--- config.mk ---
export PLATFORM = sky130hd
export DESIGN_NAME = sram_pkt_reader
export DESIGN_NICKNAME = d
export VERILOG_FILES = /design/src/rtl/sram_pkt_reader.sv
export SDC_FILE = /design/constraint.sdc
export NUM_CORES = 1
export LEC_CHECK = 0
export CAP_MARGIN = 15
export CORE_MARGIN = 2
export CORE_UTILIZATION = 55
export CTS_BUF_LIST = sky130_fd_sc_hd__clkbuf_4
export DETAILED_ROUTE_END_ITERATION = 8
export PLACE_DENSITY_LB_ADDON = 0.05
export SETUP_SLACK_MARGIN = 0.4
export SKIP_CTS_REPAIR_TIMING = 1
export SLEW_MARGIN = 10
export SYNTH_ARGS = -nofsm -noshare
export SYNTH_HDL_FRONTEND = slang
export SYNTH_SLANG_ARGS = --single-unit
export TNS_END_PERCENT = 30
--- constraint.sdc ---
create_clock -name clk_in -period 7.1 [get_ports clk_in]
set_input_delay 1.065 -clock clk_in [delete_from_list [all_inputs] [get_ports clk_in]]
set_output_delay 1.065 -clock clk_in [all_outputs]
set_load 0.02 [all_outputs]
--- src/rtl/sram_pkt_reader.sv ---
// Descriptor-driven SRAM read initiator: one read per cycle under a credit limit,
// with a 2-entry buffer absorbing the one-cycle read latency and valid/ready output.
module sram_pkt_reader #(
    parameter int DWIDTH    = 32,
    parameter int NRAMWIDTH = 5,
    parameter int AWIDTH    = 13,
    parameter int LWIDTH    = 8
) (
    input  logic                          clk_in,
    input  logic                          rst_in,
    input  logic                          desc_valid_in,
    output logic                          desc_ready_out,
    input  logic [NRAMWIDTH+AWIDTH-1:0]   desc_addr_in,
    input  logic [LWIDTH-1:0]             desc_len_in,
    output logic                          mem_en_out,
    output logic                          mem_we_out,
    output logic [NRAMWIDTH+AWIDTH-1:0]   mem_addr_out,
    input  logic [DWIDTH-1:0]             mem_d_in,
    output logic                          dout_valid_out,
    input  logic                          dout_ready_in,
    output logic [DWIDTH-1:0]             dout_data_out,
    output logic                          dout_last_out,
    output logic                          busy_out,
    output logic                          done_out
);
    localparam int FAW = NRAMWIDTH + AWIDTH;

    typedef enum logic [1:0] {IDLE, READ, DRAIN} state_t;
    typedef struct packed {
        logic              last;
        logic [DWIDTH-1:0] data;
    } entry_t;

    state_t             state_q;
    logic [FAW-1:0]     rd_addr_q;
    logic [LWIDTH-1:0]  rd_cnt_q;
    logic               infl_q, infl_last_q;
    entry_t             buf_q [2];
    logic               wr_ptr_q, rd_ptr_q;
    logic [1:0]         occ_q, occ_d;
    logic               done_q;

    entry_t head;
    logic   pop, issue;

    assign head  = buf_q[rd_ptr_q];
    assign pop   = (occ_q != 2'd0) && dout_ready_in;
    // Credit: words held plus word in flight, after this cycle's pop, must leave room.
    assign issue = (state_q == READ) &&
                   (({1'b0, occ_q} + {2'b0, infl_q}) < (3'd2 + {2'b0, pop}));

    always_comb begin
        occ_d = occ_q + {1'b0, infl_q} - {1'b0, pop};
    end

    always_ff @(posedge clk_in or posedge rst_in) begin
        if (rst_in) begin
            state_q     <= IDLE;
            rd_addr_q   <= '0;
            rd_cnt_q    <= '0;
            infl_q      <= 1'b0;
            infl_last_q <= 1'b0;
            buf_q[0]    <= '0;
            buf_q[1]    <= '0;
            wr_ptr_q    <= 1'b0;
            rd_ptr_q    <= 1'b0;
            occ_q       <= 2'd0;
            done_q      <= 1'b0;
        end else begin
            done_q      <= pop && head.last;
            infl_q      <= issue;
            infl_last_q <= issue && (rd_cnt_q == '0);
            occ_q       <= occ_d;
            if (issue) begin
                rd_addr_q <= rd_addr_q + FAW'(1);
                rd_cnt_q  <= rd_cnt_q - LWIDTH'(1);
            end
            if (infl_q) begin
                buf_q[wr_ptr_q] <= '{last: infl_last_q, data: mem_d_in};
                wr_ptr_q        <= ~wr_ptr_q;
            end
            if (pop)
                rd_ptr_q <= ~rd_ptr_q;
            case (state_q)
                IDLE: if (desc_valid_in) begin
                    rd_addr_q <= desc_addr_in;
                    rd_cnt_q  <= desc_len_in;
                    state_q   <= READ;
                end
                READ: if (issue && rd_cnt_q == '0)
                    state_q <= DRAIN;
                DRAIN: if (pop && head.last)
                    state_q <= IDLE;
                default: state_q <= IDLE;
            endcase
        end
    end

    assign desc_ready_out = (state_q == IDLE);
    assign busy_out       = (state_q != IDLE);
    assign mem_en_out     = issue;
    assign mem_we_out     = 1'b0;
    assign mem_addr_out   = rd_addr_q;
    assign dout_valid_out = (occ_q != 2'd0);
    assign dout_data_out  = head.data;
    assign dout_last_out  = head.last;
    assign done_out       = done_q;
endmodule
== Word-level counts from Yosys, hierarchy flattened ==
Cells that the tools add are included.

* Bitwise gates (word level): 4
* Multiplexer cells: 16
* Eq/ne operators: 5
* Reductions and logical operators: 10
* $add $sub $neg: 6
* Order comparisons: 4

{| class="wikitable"
|+ Operators by type and width
! operator !! number
|-
| 33-bit 2-to-1 mux || 4
|-
| 66-bit bitwise mux || 1
|-
| 18-bit 2-to-1 mux || 3
|-
| 33-bit demux with 1-bit select || 1
|-
| 8-bit 2-to-1 mux || 3
|-
| 18-bit by 1-bit adder with 18-bit output (second input constant) || 1
|-
| 8-bit logical NOT || 1
|-
| 8-bit by 1-bit subtractor with 8-bit output (second input constant) || 1
|-
| 2-bit 2-to-1 mux || 3
|-
| 2-bit case mux with 3 select lines || 1
|-
| 1-bit logical AND || 5
|-
| 2-bit >= comparator (second input constant) || 2
|-
| 2-bit inequality test (second input constant) || 2
|-
| 1-bit inverter with 2-bit output || 2
|-
| 2-bit nonzero test || 2
|-
| 2-bit by 1-bit adder with 3-bit output || 1
|-
| 2-bit by 1-bit adder with 3-bit output (first input constant) || 1
|-
| 3-bit < comparator || 1
|-
| 3-bit AND reduction || 1
|-
| 2-bit by 1-bit adder with 2-bit output || 1
|-
| 2-bit by 1-bit == test with 1-bit output (second input constant) || 1
|-
| 2-bit == test (second input constant) || 1
|-
| 2-bit logical NOT || 1
|-
| 2-bit by 1-bit < comparator with 1-bit output (second input constant) || 1
|-
| other kinds (3) || 4
|}

* Flip-flop bits (word level): 101
* Output and inout bits: 57
* Word-level logic and storage cells: 58
* Input bits: 62

== Depth between registers and ports, before layout ==
Gate-level depths: netlist of run 1.

* Depth in word-level cells: 8
* Depth in mapped cells: 8
* Mapped depth without buffers: 7

== Worst setup path after synthesis of run 1 ==
No wires, ideal clock.

* Path type: input to output
* Start point: input port dout_ready_in
* End point: output port mem_en_out
* Stages on the path: 4
* Required time: 6.035 ns
* Buffers on the path: 1
* Slack: 4.275 ns
* Arrival time: 1.760 ns
* Path through: o21ai_2 o21ai_1 and2_1 buf_2

* Word-level cells in the longest chain between the ends: 4

{| class="wikitable"
|+ Ends and longest elaborated chain
! what !! line !! source
|-
| from (decl) || 20 || <nowiki>input logic dout_ready_in,</nowiki>
|-
| 1-bit logical AND || 47 || <nowiki>assign pop = (occ_q != 2'd0) && dout_ready_in;</nowiki>
|-
| 2-bit by 1-bit adder with 3-bit output || 50 || <nowiki>(({1'b0, occ_q} + {2'b0, infl_q}) < (3'd2 + {2'b0, pop}));</nowiki>
|-
| 3-bit < comparator || 50 ||
|-
| 1-bit logical AND || 49 || <nowiki>assign issue = (state_q == READ) &&</nowiki>
|-
| to (decl) || 15 || <nowiki>output logic mem_en_out,</nowiki>
|}

Every way passes these cells.

== Worst setup path in the final report of run 1 ==
Ends and elaborated chain as after synthesis.

==> results of run 1 <==
sequential cells by signal, indices dropped and copies added, names as in the netlist:
| name | count |
|---|---|
| buf_q | 66 |
| done_out | 1 |
| infl_last_q | 1 |
| infl_q | 1 |
| mem_addr_out | 18 |
| occ_q | 2 |
| rd_cnt_q | 8 |
| rd_ptr_q | 1 |
| state_q | 2 |
| wr_ptr_q | 1 |
layout by cell type, fill, tap and decap left out, types with 2 or more instances in the layout:
cell | synthesis | routed
and2_1 | 2 | 2
nor3_1 | 6 | 6
clkdlybuf4s50_1 | 0 | 117
xor2_1 | 13 | 13
nor4b_2 | 2 | 2
inv_1 | 8 | 7
xnor2_1 | 15 | 15
nand2_1 | 8 | 8
nor2_1 | 30 | 30
a21oi_1 | 27 | 27
nor2b_1 | 2 | 2
and3_1 | 3 | 3
ha_1 | 7 | 7
buf_4 | 2 | 3
clkinv_4 | 0 | 3
nand3_1 | 5 | 5
dfrtp_1 | 101 | 101
nand4_1 | 10 | 10
mux2_2 | 100 | 100
clkbuf_4 | 0 | 9
nor4_1 | 3 | 3
cell usage after synthesis, types with 3 or more instances:
| master | n | area, um2 |
|---|---|---|
| a21oi_1 | 27 | 135 |
| xor2_1 | 13 | 114 |
| and3_1 | 3 | 18.8 |
| nand4_1 | 10 | 62.6 |
| mux2_2 | 100 | 1130 |
| nor3_1 | 6 | 30.0 |
| nand3_1 | 5 | 25.0 |
| nor4_1 | 3 | 18.8 |
| buf_1 | 6 | 22.5 |
| dfrtp_1 | 101 | 2530 |
| buf_2 | 3 | 15.0 |
| xnor2_1 | 15 | 131 |
| nor2_1 | 30 | 113 |
| clkbuf_1 | 10 | 37.5 |
| nand2_1 | 8 | 30.0 |
| inv_1 | 8 | 30.0 |
| ha_1 | 7 | 87.6 |
worst paths after layout:
check,start,endpoint,slack [ns],cells after the start
worst min-delay path,wr_ptr_q$_DFFE_PP0P_,wr_ptr_q$_DFFE_PP0P_,0.50,1
worst max-delay path,dout_ready_in,mem_en_out,2.49,5
max in group asynchronous,rst_in,mem_addr_out[7]$_DFF_PP0_,5.22,3
worst min register to register,wr_ptr_q$_DFFE_PP0P_,wr_ptr_q$_DFFE_PP0P_,0.50,1
worst max register to register,infl_q$_DFF_PP0_,state_q[1]$_DFFE_PP0P_,4.57,5
min in group asynchronous,rst_in,buf_q[50]$_DFFE_PP0P_,0.84,2
through the flow:
step | setup slack [ns] | hold WS (ns) | cell area [um2] | util
after floorplan | 3.39 | 0.452 | 4760 | -
after global routing | 2.33 | 0.531 | 6130 | 0.739
after CTS | 2.46 | 0.503 | 6130 | 0.739
final | 2.49 | 0.505 | 6130 | 0.739
after detailed placement | 2.47 | 0.474 | 6000 | 0.724
after global placement | 2.51 | 0.471 | 6000 | 0.724
kinds of logic (layout without fill, tap and decap cells):
group                      after synthesis  in the layout  share of synthesized area
AOI/OAI and AO/OA                       30             30                     0.0329
xor gates and xnor gates                28             28                     0.0516
adders and majority gates                7              7                     0.0184
buffers and inverters                   29            145                     0.0252
DFF                                    101            101                      0.531
muxes                                  101            101                      0.239
other                                    1              1                   0.000788
and+or+nand+nor                         85             85                      0.101
power by group through the flow:
stage / sequential, uW / combinational (uW) / clock [uW]
finish: 1080 / 1670 / 277
global route: 1120 / 1790 / 310
CTS: 1080 / 1690 / 287
detailed placement: 1090 / 1690 / 0
global placement: 1070 / 1660 / 0
floorplan: 1080 / 1080 / 0
critical path, delay by kind of cell:
kind            cells  cell delay (ns)
compound gates      2             0.89
buf+inv             2             1.16
simple gates        1             0.44
per-layer routing:
metal / vias to the layer above / part of all wire
met3: 10 / 0.054
met1: 1558 / 0.47
met5: - / 0
met4: 0 / 0.012
li1: 1559 / -
met2: 91 / 0.47
area by class of cell:
class | count | area, um2
multi-input combinational | 252 | 2110
fill | 599 | 2170
clock buffer | 9 | 67.6
clock inverter | 7 | 57.6
sequential | 101 | 2530
inverter | 8 | 32.5
timing repair buffer | 121 | 1200
tap | 105 | 131
==> impl_metrics.ini, run 1 <==
[status]
outcome = finished, final reports clean

[timing]
slew_viol_final = 0
hold_viol_final = 0
worst_pin_slew_ns = 1.00
fmax_ghz = 0.217
setup_tns_ns = 0
slew_headroom = 0.327
rsz0062_at_grt = false
period_share = 0.650
period_minus_slack_ns = 4.61
fin_skew_ns = 0.0147
finalSetupViolCount = 0

[pwr]
ir_drop_mv = 0.215
p_int_uw = 1840
pwr-share-clk = 0.092
p_sw_uw = 1180
finalPower_uw = 3020
power_frac_comb = 0.553
power_frac_seq = 0.356
powerDensity_nw_per_um2 = 493
p_leak_uw = 0.00251
sw_frac_of_total = 0.392

[clock_tree]
cts_root_buf = clkbuf_4
cts.clk_slew.worst_paths_ns = 0.16
max-clock-path-buffers = 2
clkLatencyLatePin_ns = 0.45
cts_sinks = 101
cts_tree = built
numCtsBuffers = 9
cts_max_level = 3

[detailed_routing]
via_count = 3218
first_pass_iters = 5
routed_wl_mm = 9.56
antenna_left = 0
vias_per_cell = 5.34
detail_route.iter0.violations = 155
drt-wirelength-per-cell_um = 15.9
drcViolationCount = 0

[synthesis]
synth-async-reset-ratio = 1.00
synthFlopType = dfrtp_1
ys_types = 39
synth_edf_count = 0
ys_ff_latch = 101
synth_area_um2 = 4760
syn_nets = 451
seq_area_frac_synth = 0.531
netlist_instances = 382
syn_area_per_cell_um2 = 12.5
yosys_warnings = 0

[placement]
io_buffers = 117
hpwl_mm = 6.62
dp.cells = 587
gp_congestion = 0.814

[global_routing]
grt_util_all_layers = 0.209
grt_pass1_wl_mm = 15.9
grt_pass1_vias = 3262
grt_busiest_layer = met2
grtUsageMet3 = 0.0441
grt_max_degree = 88
grt_use_met2 = 0.330
grt-ovfl-total = 0
antenna_found_initial = 0
use_met1 = 0.294

[setup_path]
slowest_delay_ns = 0.79
cp-start-kind = input port
crit_path_frequent_cell = clkdlybuf4s50_1
slowest_stage = o21ai_1
path_cells = clkdlybuf4s50_1 -> o21ai_2 -> o21ai_1 -> and2_1 -> clkdlybuf4s50_1
critPathArrivalTime_ns = 3.55
cp_data_required_time_ns = 6.03
critPathMaxFanout = 15
end_kind = output port
critical_path_class = in2out

[cells_and_area]
drive_above_1_share = 0.259
num_antenna_cells = 0
nNetsFinal = 562
fin_cells = 603
area_growth_pct = 28.9

[floorplan]
die-width_um = 97
placementRows = 33
ios = 119
die-area_um2 = 9410
start_util = 0.573
core_area_um2 = 8300
die_height_um = 97

[job]
drv_cap = 0

[min_path]
hp-class = reg2reg
Power figures use the tool's default switching activity.
==> run 2: changes to the inputs <==
--- a/config.mk
+++ b/config.mk
@@ -7,7 +7,7 @@
 export LEC_CHECK = 0
 export CAP_MARGIN = 15
 export CORE_MARGIN = 2
-export CORE_UTILIZATION = 55
+export CORE_UTILIZATION = 46
 export CTS_BUF_LIST = sky130_fd_sc_hd__clkbuf_4
 export DETAILED_ROUTE_END_ITERATION = 8
 export PLACE_DENSITY_LB_ADDON = 0.05
==> constraint.sdc (replaced) <==
create_clock -name clk_in -period 3.8 [get_ports clk_in]
set_input_delay 0.57 -clock clk_in [delete_from_list [all_inputs] [get_ports clk_in]]
set_output_delay 0.57 -clock clk_in [all_outputs]
set_load 0.02 [all_outputs]
==> run 2 against run 1 <==
  * Sequential power grew 83%
  * Count of clock-buffer cells in the layout unchanged
  * Worst setup slack worse by 1.9 ns
  * Combinational power grew 92%
  * Via count increased by 3.1%
  * Sequential share of layout area shrank 0.54 points
  * Critical endpoint unchanged
  * Largest cell class unchanged
  * Utilization fell by 13 points
  * Flip-flop and latch count unchanged
  * Largest power group unchanged
  * Cell area increased by 1.3%
  * Clock skew up 0.0036 ns
  * Global-route usage shrank 1.9 points
  * Wire length up 6.4%
==> impl_metrics.ini, run 2 (synthesis results as in run 1) <==
[status]
outcome = finished, final reports clean

[timing]
setup_tns_ns = 0
slew_headroom = 0.382
hold_viol_final = 0
layout_setup_ws_ns = 0.634
fin_skew_ns = 0.0182
period_minus_slack_ns = 3.17
fmax_ghz = 0.316
rsz0062_at_grt = false
worst_pin_slew_ns = 0.927
slew_viol_final = 0
period_share = 0.833
finalSetupViolCount = 0

[detailed_routing]
detail_route.iter0.violations = 117
via_count = 3317
antenna_left = 0
routed_wl_mm = 10.2
vias_per_cell = 5.21
drcViolationCount = 0
drt-wirelength-per-cell_um = 16.0
first_pass_iters = 4

[pwr]
ir_drop_mv = 0.410
p_leak_uw = 0.00254
finalPower_uw = 5760
powerDensity_nw_per_um2 = 928

[clock_tree]
cts.clk_slew.worst_paths_ns = 0.16
clkLatencyLatePin_ns = 0.44
cts_max_level = 3
cts_root_buf = clkbuf_4
cts_tree = built
cts_sinks = 101
numCtsBuffers = 9
max-clock-path-buffers = 2

[min_path]
hp-class = reg2reg

[cells_and_area]
largest_reg_flops = 66
mostFrequentLayoutCells = 117 x clkdlybuf4s50_1, 101 x dfrtp_1, 100 x mux2_2
num_antenna_cells = 0
area_growth_pct = 30.6
nNetsFinal = 565
top_register = buf_q
layout_commonest_cell = clkdlybuf4s50_1
fillers = 846
drive_above_1_share = 0.267

[global_routing]
grt-ovfl-total = 0
grt_pass1_vias = 3522
antenna_found_initial = 0
grt_max_degree = 65
grt_util_all_layers = 0.190
grt_pass1_wl_mm = 16.8

[placement]
pre_cts_ws_ns = 0.855
gp_congestion = 0.775
io_buffers = 117
hpwl_mm = 6.96

[setup_path]
crit_path_frequent_cell = ha_1
cp-start-kind = flip-flop
cp_data_required_time_ns = 3.23
critical_path_class = reg2out
critPathMaxFanout = 11
slowest_stage = clkdlybuf4s50_1
path_cells = ha_1 -> ha_1 -> nor3b_2 -> buf_4 -> and2_2 -> clkdlybuf4s50_1
end_kind = output port
critPathArrivalTime_ns = 2.60
slowest_delay_ns = 0.64

[floorplan]
ios = 119
core_area_um2 = 10200
start_util = 0.467
die-area_um2 = 11200
placementRows = 37
die_height_um = 106
die-width_um = 106

[job]
drv_cap = 0
[run 2: worst paths after layout]
path,slack (ns),to,cells past startpoint,startpoint
min in group asynchronous,0.62,mem_addr_out[9]$_DFF_PP0_,2,rst_in
worst max-delay path,0.63,mem_en_out,6,infl_q$_DFF_PP0_
worst min-delay path,0.49,wr_ptr_q$_DFFE_PP0P_,1,wr_ptr_q$_DFFE_PP0P_
worst max register to register,1.67,mem_addr_out[13]$_DFF_PP0_,8,infl_q$_DFF_PP0_
worst min register to register,0.49,wr_ptr_q$_DFFE_PP0P_,1,wr_ptr_q$_DFFE_PP0P_
max in group asynchronous,2.40,buf_q[63]$_DFFE_PP0P_,3,rst_in
[run 2: metrics by stage]
step | cell area [um2] | cells | hold WS (ns) | utilization
after floorplan | 4760 | 382 | 0.452 | -
after global placement | 6070 | 621 | 0.472 | 0.596
after detailed placement | 6070 | 621 | 0.477 | 0.596
after CTS | 6210 | 637 | 0.497 | 0.610
after global routing | 6210 | 637 | 0.508 | 0.610
final | 6210 | 637 | 0.494 | 0.610
[run 2: power breakdown]
part | internal, uW | switching [uW]
registers | 1600 | 380
logic | 1710 | 1480
clock network | 210 | 373
[run 2: worst max-delay path, delay by kind of cell (launching register included)]
kind | cells | cell delay, ns
adder cells (fa/ha/maj) | 2 | 0.40
buffers and inverters | 2 | 0.84
flip-flops | 1 | 0.47
AND/OR/NAND/NOR | 2 | 0.45
[run 2: cell type report]
type	count	area, um2	area share
clock inverters	7	80.1	0.0129
well taps	136	170	0.0274
repair buffers	124	1220	0.197
flip-flops and latches	101	2530	0.407
inverters	8	32.5	0.00523
clock buffers	9	67.6	0.0109
multi-input cells	252	2110	0.340
[run 2: metal layers]
metal / global-route usage / routed length (um) / up-vias
li1: - / - / 1567
met1: 0.254 / 4600 / 1629
met2: 0.308 / 4830 / 108
met3: 0.0402 / 565 / 13
met4: 0.0639 / 174 / 0
met5: 0 / 0 / -
==> run 3: changes to the inputs <==
--- a/config.mk
+++ b/config.mk
@@ -7,7 +7,7 @@
 export LEC_CHECK = 0
 export CAP_MARGIN = 15
 export CORE_MARGIN = 2
-export CORE_UTILIZATION = 46
+export CORE_UTILIZATION = 51
 export CTS_BUF_LIST = sky130_fd_sc_hd__clkbuf_4
 export DETAILED_ROUTE_END_ITERATION = 8
 export PLACE_DENSITY_LB_ADDON = 0.05
==> constraint.sdc (replaced) <==
create_clock -name clk_in -period 3 [get_ports clk_in]
set_input_delay 0.45 -clock clk_in [delete_from_list [all_inputs] [get_ports clk_in]]
set_output_delay 0.45 -clock clk_in [all_outputs]
set_load 0.02 [all_outputs]
==> run 3 against run 2 <==
  * Total power rose by 25%
  * Combinational power is 28% higher
  * Cell area shrank 0.60%
  * Die area fell by 9.4%
  * Global-route usage is 1.4 points higher
==> impl_metrics.ini, run 3 (synthesis results as in run 1) <==
[status]
outcome = finished, final reports clean

[timing]
period_share = 0.823
fmax_ghz = 0.405
slew_headroom = 0.400
period_minus_slack_ns = 2.47
worst_pin_slew_ns = 0.900
slew_viol_final = 0
hold_slack_ns = 0.303
hold_viol_final = 0
setup_tns_ns = 0
finalSetupViolCount = 0
fin_skew_ns = 0.0172
rsz0062_at_grt = true

[setup_path]
end_kind = output port
critPathMaxFanout = 19
critical_path_class = reg2out
reg2reg_slack_ns = 0.83
cp_data_required_time_ns = 2.55
cp-start-kind = flip-flop
critPathArrivalTime_ns = 2.02

[detailed_routing]
drcViolationCount = 0
detail_route.iter0.violations = 87
via_count = 3287
first_pass_iters = 4
antenna_left = 0
drt-wirelength-per-cell_um = 15.9
vias_per_cell = 5.36
routed_wl_mm = 9.77

[cells_and_area]
fin_cells = 613
mostFrequentLayoutCells = 116 x clkdlybuf4s50_1, 101 x dfrtp_1, 100 x mux2_2
multi_input_area_um2 = 2110
drive_above_1_share = 0.265
layout_commonest_cell = clkdlybuf4s50_1
fin_util = 0.675
nNetsFinal = 567
area_growth_pct = 29.9
largest_reg_flops = 66
regArea_um2 = 2530
num_antenna_cells = 0
fillers = 758
top_register = buf_q

[placement]
dp.cells = 598
gp_congestion = 0.794
io_buffers = 117
hpwl_mm = 6.76

[global_routing]
antenna_found_initial = 0
use_met1 = 0.267
grt_pass1_wl_mm = 16.2
grt_use_met2 = 0.339
grtUsageMet3 = 0.0388
grt_util_all_layers = 0.204
grt_max_degree = 92
grt-ovfl-total = 0
grt_busiest_layer = met2
grt_pass1_vias = 3474

[pwr]
ir_drop_mv = 0.490
powerDensity_nw_per_um2 = 1160
p_leak_uw = 0.00254

[floorplan]
ios = 119
die_height_um = 101
placementRows = 35
start_util = 0.520
die-area_um2 = 10100
die-width_um = 101
core_area_um2 = 9150

[job]
drv_cap = 0

[clock_tree]
cts_sinks = 101
numCtsBuffers = 9
cts.clk_slew.worst_paths_ns = 0.14
max-clock-path-buffers = 2
cts_root_buf = clkbuf_4
cts_tree = built
cts_max_level = 3
clkLatencyLatePin_ns = 0.43

[min_path]
hp-class = in2async
==> run 3: layout make-up <==
cell class                 instances  area share
inverter                           8     0.00547
clock buffer                      11      0.0134
tap                              111      0.0225
clock inverter                     4     0.00405
sequential                       101       0.409
timing repair buffer             126       0.204
multi-input combinational        252       0.342
==> run 3: per-layer routing <==
layer / up-vias / part of all wire / wire, um
met5: - / 0 / 0
met2: 97 / 0.49 / 4750
li1: 1568 / - / -
met4: 0 / 0.016 / 156
met3: 12 / 0.047 / 463
met1: 1610 / 0.45 / 4400
==> run 3: stage by stage <==
| stage | cell area, um2 | power (uW) | setup slack [ns] |
|---|---|---|---|
| after floorplan | 4760 | 5110 | 1.06 |
| after global placement | 6060 | 6540 | 0.539 |
| after detailed placement | 6060 | 6650 | 0.519 |
| after CTS | 6170 | 7290 | 0.163 |
| after global routing | 6180 | 7700 | 0.400 |
| final | 6180 | 7200 | 0.531 |
==> run 3: worst paths after layout <==
path / startpoint / to / cells past startpoint
worst max-delay path: rd_ptr_q$_DFFE_PP0P_ / dout_last_out / 3
worst min-delay path: rst_in / buf_q[40]$_DFFE_PP0P_ / 2
worst max register to register: infl_q$_DFF_PP0_ / mem_addr_out[13]$_DFF_PP0_ / 8
worst min register to register: wr_ptr_q$_DFFE_PP0P_ / wr_ptr_q$_DFFE_PP0P_ / 1
max in group asynchronous: rst_in / buf_q[11]$_DFFE_PP0P_ / 3
min in group clk_in: wr_ptr_q$_DFFE_PP0P_ / wr_ptr_q$_DFFE_PP0P_ / 1
==> run 3: critical path, cell delays in order, from the launching register on <==
cell	delay [ns]
dfrtp_1	0.43
buf_6	0.24
mux2_2	0.38
clkdlybuf4s50_1	0.56
==> run 3: power breakdown <==
group	internal, uW	leakage, uW	switching, uW
combinational	2200	0.00129	1880
clock	185	0.0000608	427
sequential	2030	0.00118	468
